==> config.mk <==
export PLATFORM = sky130hd
export DESIGN_NAME = issue_arbiter_stage
export DESIGN_NICKNAME = d
export VERILOG_FILES = /design/src/rtl/mpt_pkg.sv /design/src/rtl/rr_arbiter.sv /design/src/rtl/issue_arbiter_stage.sv
export SDC_FILE = /design/constraint.sdc
export NUM_CORES = 1
export LEC_CHECK = 0
export BUFFER_PORTS_ARGS = -buffer_cell sky130_fd_sc_hd__buf_2
export CAP_MARGIN = 10
export CORE_ASPECT_RATIO = 0.75
export CORE_MARGIN = 10
export CORE_UTILIZATION = 39
export DETAILED_ROUTE_END_ITERATION = 7
export PLACE_DENSITY = 0.67
export SLEW_MARGIN = 20
export SYNTH_ARGS = -nofsm -noshare
export SYNTH_HDL_FRONTEND = slang
export SYNTH_SLANG_ARGS = --single-unit
==> constraint.sdc <==
create_clock -name clk_i -period 2.1 [get_ports clk_i]
set_input_delay 0.105 -clock clk_i [delete_from_list [all_inputs] [get_ports clk_i]]
set_output_delay 0.105 -clock clk_i [all_outputs]
set_load 0.01 [all_outputs]
==> src/rtl/mpt_pkg.sv <==
// Shared widths, helper function and the outstanding-transaction table entry
// used by the issue arbiter stage.
package mpt_pkg;

  localparam int MAX_CH   = 8;
  localparam int CH_IDX_W = $clog2(MAX_CH);

  // Index width for n items, never narrower than one bit.
  function automatic int idx_width(input int n);
    return (n > 1) ? $clog2(n) : 1;
  endfunction

  // One outstanding ID: busy flag plus the channel that issued it.
  typedef struct packed {
    logic                valid;
    logic [CH_IDX_W-1:0] ch;
  } ost_entry_t;

endpackage

==> src/rtl/rr_arbiter.sv <==
// Round-robin arbiter: lowest requester at or after the pointer wins; the
// pointer moves to one past the winner only when advance_i is high.
module rr_arbiter
  import mpt_pkg::*;
#(
  parameter int NUM_REQ = 2
) (
  input  logic               clk_i,
  input  logic               rst_ni,
  input  logic               clear_i,
  input  logic [NUM_REQ-1:0] req_i,
  input  logic               advance_i,
  output logic [NUM_REQ-1:0] grant_o
);

  localparam int PTR_W = idx_width(NUM_REQ);

  logic [PTR_W-1:0]   ptr_q, ptr_d;
  logic [PTR_W-1:0]   win_idx;
  logic [NUM_REQ-1:0] hi_mask, sel;
  logic               found;

  // NOTE: every output of a combinational block gets a default first so no
  // path can leave a value unassigned and infer a latch.
  always_comb begin
    grant_o = '0;
    win_idx = '0;
    found   = 1'b0;
    hi_mask = '0;
    for (int i = 0; i < NUM_REQ; i++) begin
      hi_mask[i] = (i >= int'(ptr_q));
    end
    sel = (|(req_i & hi_mask)) ? (req_i & hi_mask) : req_i;
    for (int i = 0; i < NUM_REQ; i++) begin
      if (sel[i] && !found) begin
        grant_o[i] = 1'b1;
        win_idx    = PTR_W'(i);
        found      = 1'b1;
      end
    end

    ptr_d = ptr_q;
    if (clear_i) begin
      ptr_d = '0;
    end else if (advance_i) begin
      ptr_d = (win_idx == PTR_W'(NUM_REQ - 1)) ? '0 : win_idx + 1'b1;
    end
  end

  // NOTE: state registers use non-blocking assignments so every flop samples
  // the pre-edge values regardless of statement order.
  always_ff @(posedge clk_i or negedge rst_ni) begin
    if (!rst_ni) ptr_q <= '0;
    else         ptr_q <= ptr_d;
  end

endmodule

==> src/rtl/issue_arbiter_stage.sv <==
// Fetch issue stage: round-robin picks a channel, tags it with a free ID and
// issues to the backend; responses are matched back to their channel.
module issue_arbiter_stage
  import mpt_pkg::*;
#(
  parameter int NUM_CH               = 2,
  parameter int DATA_WIDTH           = 32,
  parameter int NUM_IDS              = 4,
  parameter bit PIPELINE_PASSTHROUGH = 1'b0,
  localparam int ID_W                = idx_width(NUM_IDS),
  localparam int CH_W                = idx_width(NUM_CH)
) (
  input  logic                             clk_i,
  input  logic                             rst_ni,
  input  logic [NUM_CH-1:0]                fetch_valid_i,
  output logic [NUM_CH-1:0]                fetch_ready_o,
  input  logic [NUM_CH-1:0][DATA_WIDTH-1:0] fetch_data_i,
  output logic                             be_valid_o,
  input  logic                             be_ready_i,
  output logic [DATA_WIDTH-1:0]            be_data_o,
  output logic [ID_W-1:0]                  be_id_o,
  input  logic                             rsp_valid_i,
  output logic                             rsp_ready_o,
  input  logic [DATA_WIDTH-1:0]            rsp_data_i,
  input  logic [ID_W-1:0]                  rsp_id_i,
  output logic                             plb_valid_o,
  input  logic                             plb_ready_i,
  output logic [DATA_WIDTH-1:0]            plb_data_o,
  output logic [CH_W-1:0]                  plb_ch_o,
  input  logic                             flush_i,
  output logic                             idle_o,
  output logic                             err_o
);

  ost_entry_t            table_q [NUM_IDS];
  ost_entry_t            table_d [NUM_IDS];
  ost_entry_t            rsp_entry;
  logic                  be_valid_q, be_valid_d;
  logic [DATA_WIDTH-1:0] be_data_q, be_data_d;
  logic [ID_W-1:0]       be_id_q, be_id_d;
  logic                  plb_valid_q, plb_valid_d;
  logic [DATA_WIDTH-1:0] plb_data_q, plb_data_d;
  logic [CH_W-1:0]       plb_ch_q, plb_ch_d;
  logic                  err_q, err_d;

  logic [NUM_CH-1:0]     grant;
  logic                  run, issue_room, any_free, any_busy;
  logic                  fetch_hs, rsp_hs, rsp_hit;
  logic [ID_W-1:0]       alloc_id;
  logic [CH_W-1:0]       win_ch;
  logic [DATA_WIDTH-1:0] win_data;

  // Ready outputs are gated by reset too, so they read low while held in reset.
  assign run        = rst_ni & ~flush_i;
  assign issue_room = ~be_valid_q | be_ready_i;

  rr_arbiter #(.NUM_REQ(NUM_CH)) u_rr (
    .clk_i     (clk_i),
    .rst_ni    (rst_ni),
    .clear_i   (flush_i),
    .req_i     (fetch_valid_i),
    .advance_i (fetch_hs),
    .grant_o   (grant)
  );

  always_comb begin
    any_free = 1'b0;
    any_busy = 1'b0;
    alloc_id = '0;
    for (int i = NUM_IDS - 1; i >= 0; i--) begin
      if (!table_q[i].valid) begin
        any_free = 1'b1;
        alloc_id = ID_W'(i);
      end else begin
        any_busy = 1'b1;
      end
    end
    win_ch   = '0;
    win_data = '0;
    for (int i = 0; i < NUM_CH; i++) begin
      if (grant[i]) begin
        win_ch   = CH_W'(i);
        win_data = fetch_data_i[i];
      end
    end
  end

  assign fetch_ready_o = grant & {NUM_CH{issue_room & any_free & run}};
  assign fetch_hs      = |(fetch_valid_i & fetch_ready_o);
  assign rsp_entry     = table_q[rsp_id_i];
  assign rsp_hit       = rsp_entry.valid;
  assign rsp_hs        = rsp_valid_i & rsp_ready_o;

  // Allocation reads table_q, so an ID released on this edge is only
  // reusable from the next cycle.
  always_comb begin
    table_d     = table_q;
    be_valid_d  = be_valid_q;
    be_data_d   = be_data_q;
    be_id_d     = be_id_q;
    plb_valid_d = plb_valid_q;
    plb_data_d  = plb_data_q;
    plb_ch_d    = plb_ch_q;
    err_d       = 1'b0;

    if (be_valid_q && be_ready_i) be_valid_d = 1'b0;
    if (fetch_hs) begin
      be_valid_d        = 1'b1;
      be_data_d         = win_data;
      be_id_d           = alloc_id;
      table_d[alloc_id] = '{valid: 1'b1, ch: CH_IDX_W'(win_ch)};
    end

    if (plb_valid_q && plb_ready_i) plb_valid_d = 1'b0;
    if (rsp_hs) begin
      if (rsp_hit) begin
        table_d[rsp_id_i].valid = 1'b0;
        if (PIPELINE_PASSTHROUGH == 1'b0) begin
          plb_valid_d = 1'b1;
          plb_data_d  = rsp_data_i;
          plb_ch_d    = CH_W'(rsp_entry.ch);
        end
      end else begin
        err_d = 1'b1;
      end
    end

    if (flush_i) begin
      for (int i = 0; i < NUM_IDS; i++) table_d[i] = '0;
      be_valid_d  = 1'b0;
      plb_valid_d = 1'b0;
      err_d       = 1'b0;
    end
  end

  // NOTE: the ID table is a small flop array, not RAM, so it is reset along
  // with the control state; stale busy bits would otherwise leak IDs.
  always_ff @(posedge clk_i or negedge rst_ni) begin
    if (!rst_ni) begin
      for (int i = 0; i < NUM_IDS; i++) table_q[i] <= '0;
      be_valid_q  <= 1'b0;
      be_data_q   <= '0;
      be_id_q     <= '0;
      plb_valid_q <= 1'b0;
      plb_data_q  <= '0;
      plb_ch_q    <= '0;
      err_q       <= 1'b0;
    end else begin
      table_q     <= table_d;
      be_valid_q  <= be_valid_d;
      be_data_q   <= be_data_d;
      be_id_q     <= be_id_d;
      plb_valid_q <= plb_valid_d;
      plb_data_q  <= plb_data_d;
      plb_ch_q    <= plb_ch_d;
      err_q       <= err_d;
    end
  end

  assign be_valid_o = be_valid_q;
  assign be_data_o  = be_data_q;
  assign be_id_o    = be_id_q;
  assign err_o      = err_q;
  assign idle_o     = ~any_busy & ~be_valid_q & ~plb_valid_q;

  if (PIPELINE_PASSTHROUGH) begin : g_pass
    assign rsp_ready_o = plb_ready_i & run;
    assign plb_valid_o = rsp_valid_i & rsp_hit & run;
    assign plb_data_o  = rst_ni ? rsp_data_i : '0;
    assign plb_ch_o    = rst_ni ? CH_W'(rsp_entry.ch) : '0;
  end else begin : g_reg
    assign rsp_ready_o = (~plb_valid_q | plb_ready_i) & run;
    assign plb_valid_o = plb_valid_q;
    assign plb_data_o  = plb_data_q;
    assign plb_ch_o    = plb_ch_q;
  end

endmodule

# Word-level counts from Yosys, hierarchy flattened
# Cells that the tools add are included.
# W data, S select, Z words.
[op_classes]
n_reduce_logical = 11
n_lt_le_gt_ge = 5
bitwise = 18
mux = 44
addsub = 1
[op_table]
columns = ["operator", "count"]
rows = [
  ["$mux W16", 4],
  ["$mux W32", 2],
  ["$bwmux W16", 2],
  ["$mux W1", 24],
  ["$demux W4 S2", 2],
  ["$mux W4", 4],
  ["$mux W2", 5],
  ["$bmux W4 S2", 1],
  ["$and A1 B1 Y1", 7],
  ["$and A2 B2 Y2", 3],
  ["$ge A3 B3 Y1 const B", 2],
  ["$lt A3 B1 Y1 const B", 2],
  ["$not A2 Y3", 2],
  ["$logic_and A1 B1 Y1", 5],
  ["$not A1 Y1", 4],
  ["$reduce_or A2 Y1", 2],
  ["$reduce_bool A3 Y1", 1],
  ["$or A1 B1 Y1", 2],
  ["$reduce_and A2 Y1", 1],
  ["$reduce_bool A2 Y1", 1],
  ["$add A1 B1 Y1 const B", 1],
  ["$ge A1 B1 Y1 const A", 1],
  ["$logic_not A1 Y1", 1],
]
[word_totals]
input_bits = 106
ff_bits = 87
output_inout_bits = 74

# Depth between registers and ports, before layout
# Gate-level depths: netlist (run 1).
[depth]
depth_word = 16
ltp_mapped = 7
depth_no_buf = 4

# By module
# From an unflattened synthesis (run 1), not the netlist that was laid out.
[unflattened]
cells_unflattened = 298
hier_area_um2 = 3542.1
[modules_own_cells]
columns = ["mod", "cells_per_inst", "n_inst", "area_per_inst_um2"]
rows = [
  ["issue_arbiter_stage", 291, 1, 3475.8],
  ["rr_arbiter", 7, 1, 66.3],
]

# Worst setup path after synthesis (run 1)
# No wires, ideal clock.
[synth_path]
path_kind = "flip-flop to flip-flop"
from = "register table_q[15] (netlist bit)"
to = "register plb_data_q[10] (netlist: plb_data_o[10])"
path_stages_with_launch = 6
period_less_slack_ps = 1723
t_arrival_ps = 1598
slack_ps = 377
path_buffers = 2
required_ps = 1975
cell_sequence = "dfrtp_1 > buf_2 > mux4_2 > nand3_4 > buf_6 > mux2_4"
[synth_between]
elab_chain_len = 4
[synth_lines]
columns = ["element", "line", "rtl"]
rows = [
  ["start, declared", "issue_arbiter_stage.sv:35", "ost_entry_t table_q [NUM_IDS];"],
  ["start signal, assigned", "issue_arbiter_stage.sv:149", "table_q <= table_d;"],
  ["$bmux W4 S2", "issue_arbiter_stage.sv:90", "assign rsp_entry = table_q[rsp_id_i];"],
  ["$mux W4 (not written as such) (2 in a row)", "issue_arbiter_stage.sv:90", ""],
  ["$reduce_and A2 Y1 (no line)", "n/a", ""],
  ["end signal, assigned", "issue_arbiter_stage.sv:154", "plb_data_q <= plb_data_d;"],
  ["end, declared", "issue_arbiter_stage.sv:42", "logic [DATA_WIDTH-1:0] plb_data_q, plb_data_d;"],
]
# Every way passes these cells. The select of a mux whose other input is x is not followed.
# A chain may end at the register's enable or synchronous reset.

# Worst setup path in the final report (run 1)
[layout_path]
from = "register table_q[15] (netlist bit)"
to = "register plb_data_q[15] (netlist: plb_data_o[15])"
# Same word-level chain as after synthesis.

==> results.md, run 1 <==
* P_sw at 1.131 mW
* Drt via density at approximately 5.0
* Crit path max fanout at 15
* Fillcell total at 789
* H-tree depth at 3
* Hold WS at -0.07204 ns
* Post-CTS Resized at 0
* DR WL/cell at 17.63 µm
* Crit path DAT at 2.08 ns
* Switching Fraction at 0.2667
* Max-Cap Viols at 0
* Warning count from the yosys run at 0
* Combinational share of power at 0.196
* Antenna diodes at 0
* Placement row count at 30
* Cell Chain, Critical Path: mux4_2 > nand3_4 > buf_12 > mux2_4
* Reg clk slew, reported paths at 0.06 ns
* Mux cell area share after synthesis at 0.1560
* Leakage at 2.867 nW
* Clock sink count at 79
* Mean Syn Cell Area at 11.09 µm²
* CTS Buffer Depth at 2
* Mapped Area at 0.003648 mm²
* DRC errors left at 0
* Final setup vio count at 0
* Complex-gate fraction of the synthesized area at 0.1163
* Distinct cells, synth at 35
* DR vias at 3258
* Initial Util at 0.4017
* Drt initial violations at approximately 200
* Final min period at 1.866 ns
* Fraction of layout cells with a size suffix above 1 at 0.4542
* Post-Syn Instances at between 300 and 400
* Post-synth EDFFs at 0
* Root Buffer: clkbuf_16
* Die Ht at 103.8 µm
* CTS tree: built
* Tcrit/Tclk final at 0.8887
* Failing checks: hold timing
* Maximum vdd drop at 366.8 µV
* Post-synthesis register bit count at 79
* Port Buffers at 179
* Worst Tran Pin Value at roughly 0.71 ns
* Biggest area consumer among synthesized cells: dfrtp_1
* Register area share after synthesis at 0.5418
* Pins Over Slew Limit at 0
* Simple logic cell fraction of the synthesized area at 0.1526
* Net Count, Synth at 435
* Setup TNS at 0 ns
* First-pass GRT wire length at 18840 µm
* DRT antenna net count at 0
* Largest family of logic cells by synthesized area: multiplexers
* Crit path required time at ~2.3 ns
* Full die area at 0.01366 mm²
* Int Power at 3.109 mW
* Critical path buffers and inverters at 1
* TritonCTS Buffers at 9
* Clock skew at 0.006824 ns
* Vias in the first global route at 3407
* Crit path capture type: flop
* Dominant cells by area after synthesis: dfrtp_1 (54%), mux2_4 (12%), and3_1 (5.5%)
* Synth Flop Type: dfrtp_1
* Inst Count DP at between 600 and 700
* Crit path max-delay family: multiplexers
* I/O pins at 180
* Worst slack at placement at between 0.2 and 0.3 ns
* Post-synthesis adder-cell area fraction at 0
* Worst Hold Class: in2async
* Non-Filler Instances at 652
* Slew margin rel. at 0.5239
* Final worst slack at 0.2336 ns
* FFs w/ async S/R, synth at 1.000
* Flop pwr share at 0.429
* PwrDens at between 800 and 900 mW/mm²
* Slowest library cell on the worst path: mux4_2
* Crit-path max cell delay at ~0.54 ns
* WS Path Type: reg2reg
* Initial antenna violation count at 0
* Post-Synth XOR/XNOR Area at 0
* Share of the synthesized area in the top cell type at 0.5418
* DP HPWL at between 8000 and 9000 µm
* Largest net degree at the start of global routing at 80
* Clock power share at 0.374
* Die X-Extent at 131.7 µm
* DR pass1 iterations at 4
* Placer Congestion at 0.8260
* Syn-to-layout area delta at 41.32%
* FMAX at 0.5358 GHz
* Latest clock arrival within the worst-skew pair at 0.33 ns
* RSZ-0062 raised after global routing: false
* WL final at about 11000 µm
* Status: finished, violations left
* Startpoint types: flop
* GRT overflow at 0
* Core ar. at 0.009084 mm²
* Gr usage total at 0.1669
* Nets at roughly 630
* Fin. Hold Viols at 79
[cells by family after synthesis]
| group | Yosys count |
|---|---|
| AND/OR/NAND/NOR | 107 |
| AO/OA/AOI/OAI | 79 |
| flip-flops | 79 |
| multiplexers | 39 |
| buffers and inverters | 25 |
[stage by stage]
stage	power (mW)	hold WS, ns	cell area, µm²	util
2_1_floorplan	2.227	-0.1906	3649	-
3_3_place_gp	2.637	0.3359	4683	0.5156
3_5_place_dp	2.664	0.3409	4683	0.5156
4_1_cts	4.294	0.0001569	5152	0.5672
5_1_grt	4.458	0.003303	5156	0.5676
6_report	4.240	-0.07204	5156	0.5676
[power by group through the flow]
stage / logic, mW / registers, mW / clock network, mW
6_report: 0.833 / 1.82 / 1.59
5_1_grt: 0.917 / 1.85 / 1.69
4_1_cts: 0.845 / 1.82 / 1.63
3_5_place_dp: 0.818 / 1.85 / 0
3_3_place_gp: 0.801 / 1.84 / 0
2_1_floorplan: 0.301 / 1.93 / 0
[layer usage]
metal / track usage / part of all wire / wire length, µm / up-vias
met5: 0 / 0 / 0 / -
met1: 0.2019 / 0.43 / 4979 / 1565
li1: - / - / - / 1549
met3: 0.06660 / 0.079 / 907 / 12
met4: 0.04200 / 0.0098 / 113 / 0
met2: 0.2711 / 0.48 / 5494 / 132
[final cells by class]
class	count	area (µm²)	share of cell area
Timing Repair Buffer	201	1145	0.2220
Tap cell	128	160.2	0.03106
Sequential cell	79	1977	0.3834
Clock buffer	12	256.5	0.04975
Inverter	3	11.26	0.002184
Clock inverter	4	52.55	0.01019
Multi-Input combinational cell	225	1554	0.3014
[path summary, 6_finish.rpt]
check	from	to	slack, ns	depth (start not counted)
setup / recovery	table_q[15]	plb_data_o[15]	0.23	4
hold / removal	rst_ni	be_data_o[19]	-0.07	2
setup reg to reg	table_q[15]	plb_data_o[15]	0.23	4
hold reg to reg	be_data_o[8]	be_data_o[8]	0.47	2
max in group asynchronous	rst_ni	be_data_o[25]	1.68	2
min in group clk_i	rsp_data_i[18]	plb_data_o[18]	0.01	2
[state kept, by name, indices dropped and copies added, names as in the netlist]
name         flops
plb_ch_o         1
be_data_o       32
be_valid_o       1
err_o            1
plb_valid_o      1
u_rr.ptr_q       1
plb_data_o      32
be_id_o          2
table_q          8
[synthesized netlist by cell type (4+ instances only)]
| cell type | instances |
|---|---|
| and3_1 | 32 |
| nor2_1 | 10 |
| o21ai_0 | 34 |
| nand2b_1 | 5 |
| mux2i_1 | 4 |
| mux2_2 | 4 |
| a21oi_1 | 35 |
| nor3_1 | 4 |
| dfrtp_1 | 79 |
| nand2_1 | 37 |
| nand3_1 | 4 |
| mux2_4 | 29 |
| clkbuf_1 | 15 |
| buf_2 | 4 |
[cells in the final DEF, fill, tap and decap left out, types with 4 or more instances in the layout]
master,n
a21oi_1,35
nor2_1,10
mux2_4,29
nand2b_1,5
mux2_2,4
nand2_1,37
and3_1,32
mux2i_1,4
clkbuf_16,9
dlygate4sd3_1,16
dfrtp_1,79
nor3_1,4
o21ai_0,34
nand3_1,4
buf_2,178
[worst reg2reg max path, cell delays in order (launching register included)]
cell,delay (ns)
dfrtp_1,0.47
mux4_2,0.54
nand3_4,0.21
buf_12,0.21
mux2_4,0.32
[what timing repair did]
| item | CTS | global route |
|---|---|---|
| endpoints found under the hold margin | 16 | 0 |
| setup endpoints to repair | 0 | 0 |
| hold buffers | 16 | 0 |
| setup buffers | 0 | 0 |
Note: power is estimated with default switching activity, not from simulation.
==> inputs of run 2 (changes only) <==
--- a/config.mk
+++ b/config.mk
@@ -7,7 +7,6 @@
 export LEC_CHECK = 0
 export BUFFER_PORTS_ARGS = -buffer_cell sky130_fd_sc_hd__buf_2
 export CAP_MARGIN = 10
-export CORE_ASPECT_RATIO = 0.75
 export CORE_MARGIN = 10
 export CORE_UTILIZATION = 39
 export DETAILED_ROUTE_END_ITERATION = 7
==> results.md, run 2 (synthesized netlist as in run 1, its figures left out) <==
* Largest net degree at the start of global routing at 80 (unchanged)
* Int Power at 2.595 mW (was 3.109 mW)
* Crit path DAT at 2.15 ns (was 2.08 ns)
* Startpoint types: flop (unchanged)
* Crit-path max cell delay at 0.52 ns (was 0.54 ns)
* WS Path Type: reg2reg (unchanged)
* DRT antenna net count at 0 (unchanged)
* Worst Tran Pin Value at 0.7261 ns (was 0.7141 ns)
* DR pass1 iterations at 4 (unchanged)
* H-tree depth at 3 (unchanged)
* Initial antenna violation count at 1 (was 0)
* P_sw at 1.093 mW (was 1.131 mW)
* PwrDens at 715.8 mW/mm² (was 822.3 mW/mm²)
* Most common cell after layout, fill and taps aside: buf_2 (unchanged)
* Leakage at 2.863 nW (was 2.867 nW)
* I/O pins at 180 (unchanged)
* Placer Congestion at 0.7890 (was 0.8260)
* Status: finished clean (was finished, violations left)
* Setup TNS at 0 ns (unchanged)
* Root Buffer: clkbuf_8 (was clkbuf_16)
* Drt initial violations at 169 (was 196)
* Fraction of layout cells with a size suffix above 1 at 0.4434 (was 0.4542)
* Crit path max fanout at 14 (was 15)
* DP HPWL at 8537 µm (was 8646 µm)
* Nets at 640 (was 625)
* FMAX at 0.5224 GHz (was 0.5358 GHz)
* Combinational share of power at 0.233 (was 0.196)
* Launch point of the worst reg-to-reg path: table_q[11] (was table_q[15])
* Reg clk slew, reported paths at 0.08 ns (was 0.06 ns)
* Drt via density at 5.002 (was 4.997)
* Crit path required time at 2.33 ns (was 2.31 ns)
* Die Ht at 116.7 µm (was 103.8 µm)
* WL final at 11770 µm (was 11490 µm)
* Slowest library cell on the worst path: mux4_2 (unchanged)
* Fillcell total at 826 (was 789)
* CTS Buffer Depth at 2 (unchanged)
* Initial Util at 0.3967 (was 0.4017)
* Placement row count at 35 (was 30)
* Post-route cell area at 0.005151 mm² (was 0.005156 mm²)
* Most frequent cells in the layout: buf_2 (178), dfrtp_1 (79), nand2_1 (37) (unchanged)
* Pins Over Slew Limit at 0 (unchanged)
* Crit path capture type: flop (unchanged)
* Slew margin rel. at 0.5159 (was 0.5239)
* DP Area at 0.004669 mm² (was 0.004683 mm²)
* Flop pwr share at 0.491 (was 0.429)
* RSZ-0062 raised after global routing: false (unchanged)
* Final setup vio count at 0 (unchanged)
* Full die area at 0.01362 mm² (was 0.01366 mm²)
* First-pass GRT wire length at 18110 µm (was 18840 µm)
* Cell Chain, Critical Path: mux4_2 > nand3_4 > buf_12 > mux2_4 (unchanged)
* Clock skew at 0.009147 ns (was 0.006824 ns)
* Clock sink count at 79 (unchanged)
* Syn-to-layout area delta at 41.19% (was 41.32%)
* Fin. Hold Viols at 0 (was 79)
* Critical path buffers and inverters at 1 (unchanged)
* R2r endpoint: plb_data_o[5] (was plb_data_o[15])
* DR vias at 3256 (was 3258)
* Vias in the first global route at 3365 (was 3407)
* Final min period at 1.914 ns (was 1.866 ns)
* DR WL/cell at 18.08 µm (was 17.63 µm)
* Gr usage total at 0.1684 (was 0.1669)
* CTS tree: built (unchanged)
* Worst Hold Class: in2reg (was in2async)
* FF-to-FF setup slack at 0.19 ns (was 0.23 ns)
* Switching Fraction at 0.2963 (was 0.2667)
* Port Buffers at 179 (unchanged)
* Max-Cap Viols at 0 (unchanged)
* Final worst slack at 0.1857 ns (was 0.2336 ns)
* Worst r2r path cells at 4 (unchanged)
* Hold path start: rsp_data_i[12]
* Core ar. at 0.009196 mm² (was 0.009084 mm²)
* Hold EP: plb_data_o[12]
* Hold Path Stages at 2
* Tcrit/Tclk final at 0.9116 (was 0.8887)
* Final Power at 3.687 mW (was 4.240 mW)
* Worst slack at placement at 0.2144 ns (was 0.2523 ns)
* Crit path max-delay family: multiplexers (unchanged)
* Clock power share at 0.276 (was 0.374)
* GRT overflow at 0 (unchanged)
* TritonCTS Buffers at 9 (unchanged)
* Maximum vdd drop at 276.1 µV (was 366.8 µV)
* Latest clock arrival within the worst-skew pair at 0.35 ns (was 0.33 ns)
* DRC errors left at 0 (unchanged)
* Die X-Extent at 116.7 µm (was 131.7 µm)
==> run 2: cell count changes in the layout (fill, tap and decap cells not counted) <==
cell           previous run  this run
clkbuf_16                 9         0
buf_4                     3         4
clkinv_2                  1         2
clkbuf_8                  2        10
bufinv_16                 1         0
diode_2                   0         1
inv_6                     1         0
clkinvlp_4                0         2
dlygate4sd3_1            16        30
==> run 2: worst max path at each step <==
stage | start | endpoint | slack (ns) | cells past startpoint
2_1_floorplan | table_q[15] | plb_data_o[10] | 0.38 | 5
3_3_place_gp | table_q[11] | plb_data_o[10] | 0.25 | 4
3_5_place_dp | table_q[7] | plb_data_o[9] | 0.21 | 4
4_1_cts | table_q[7] | plb_data_o[12] | 0.19 | 4
5_1_grt | table_q[11] | plb_data_o[4] | 0.13 | 4
6_report | table_q[11] | plb_data_o[5] | 0.19 | 4
==> run 2: cell type report <==
cell class | count | area (µm²) | area share
clock buffer | 11 | 141.4 | 0.02745
inverter | 3 | 11.26 | 0.002186
tap | 111 | 138.9 | 0.02696
timing repair buffer | 216 | 1292 | 0.2509
sequential | 79 | 1977 | 0.3838
antenna | 1 | 2.502 | 0.0004858
clock inverter | 5 | 33.78 | 0.006558
multi-input combinational | 225 | 1554 | 0.3017
==> run 2: repair_timing <==
action	in CTS	in global routing
resized for setup	0	0
buffers inserted	0	0
hold buffers	28	2
hold endpoints to repair	28	80
==> run 2: metal layers <==
metal | vias to the layer above | GRT usage | wire, µm
met5 | - | 0 | 0
met4 | 0 | 0.04283 | 93
met3 | 10 | 0.06523 | 1218
met2 | 125 | 0.2748 | 5616
met1 | 1543 | 0.2038 | 4843
li1 | 1578 | - | -
==> run 2: power by group through the flow <==
stage          registers (mW)  logic [mW]  clock network (mW)
4_1_cts                  1.81       0.864                1.05
6_report                 1.81       0.858                1.02
2_1_floorplan            1.93       0.301                   0
3_5_place_dp             1.84       0.821                   0
3_3_place_gp             1.83       0.803                   0
5_1_grt                  1.84       0.948                1.13
==> run 2: per-stage QoR <==
step,util,hold WS (ns),cells
5_1_grt,0.5601,0.0005373,651
3_5_place_dp,0.5078,0.3408,604
4_1_cts,0.5573,0.0005825,648
2_1_floorplan,-,-0.1906,329
3_3_place_gp,0.5078,0.3363,604
6_report,0.5601,0.01615,651
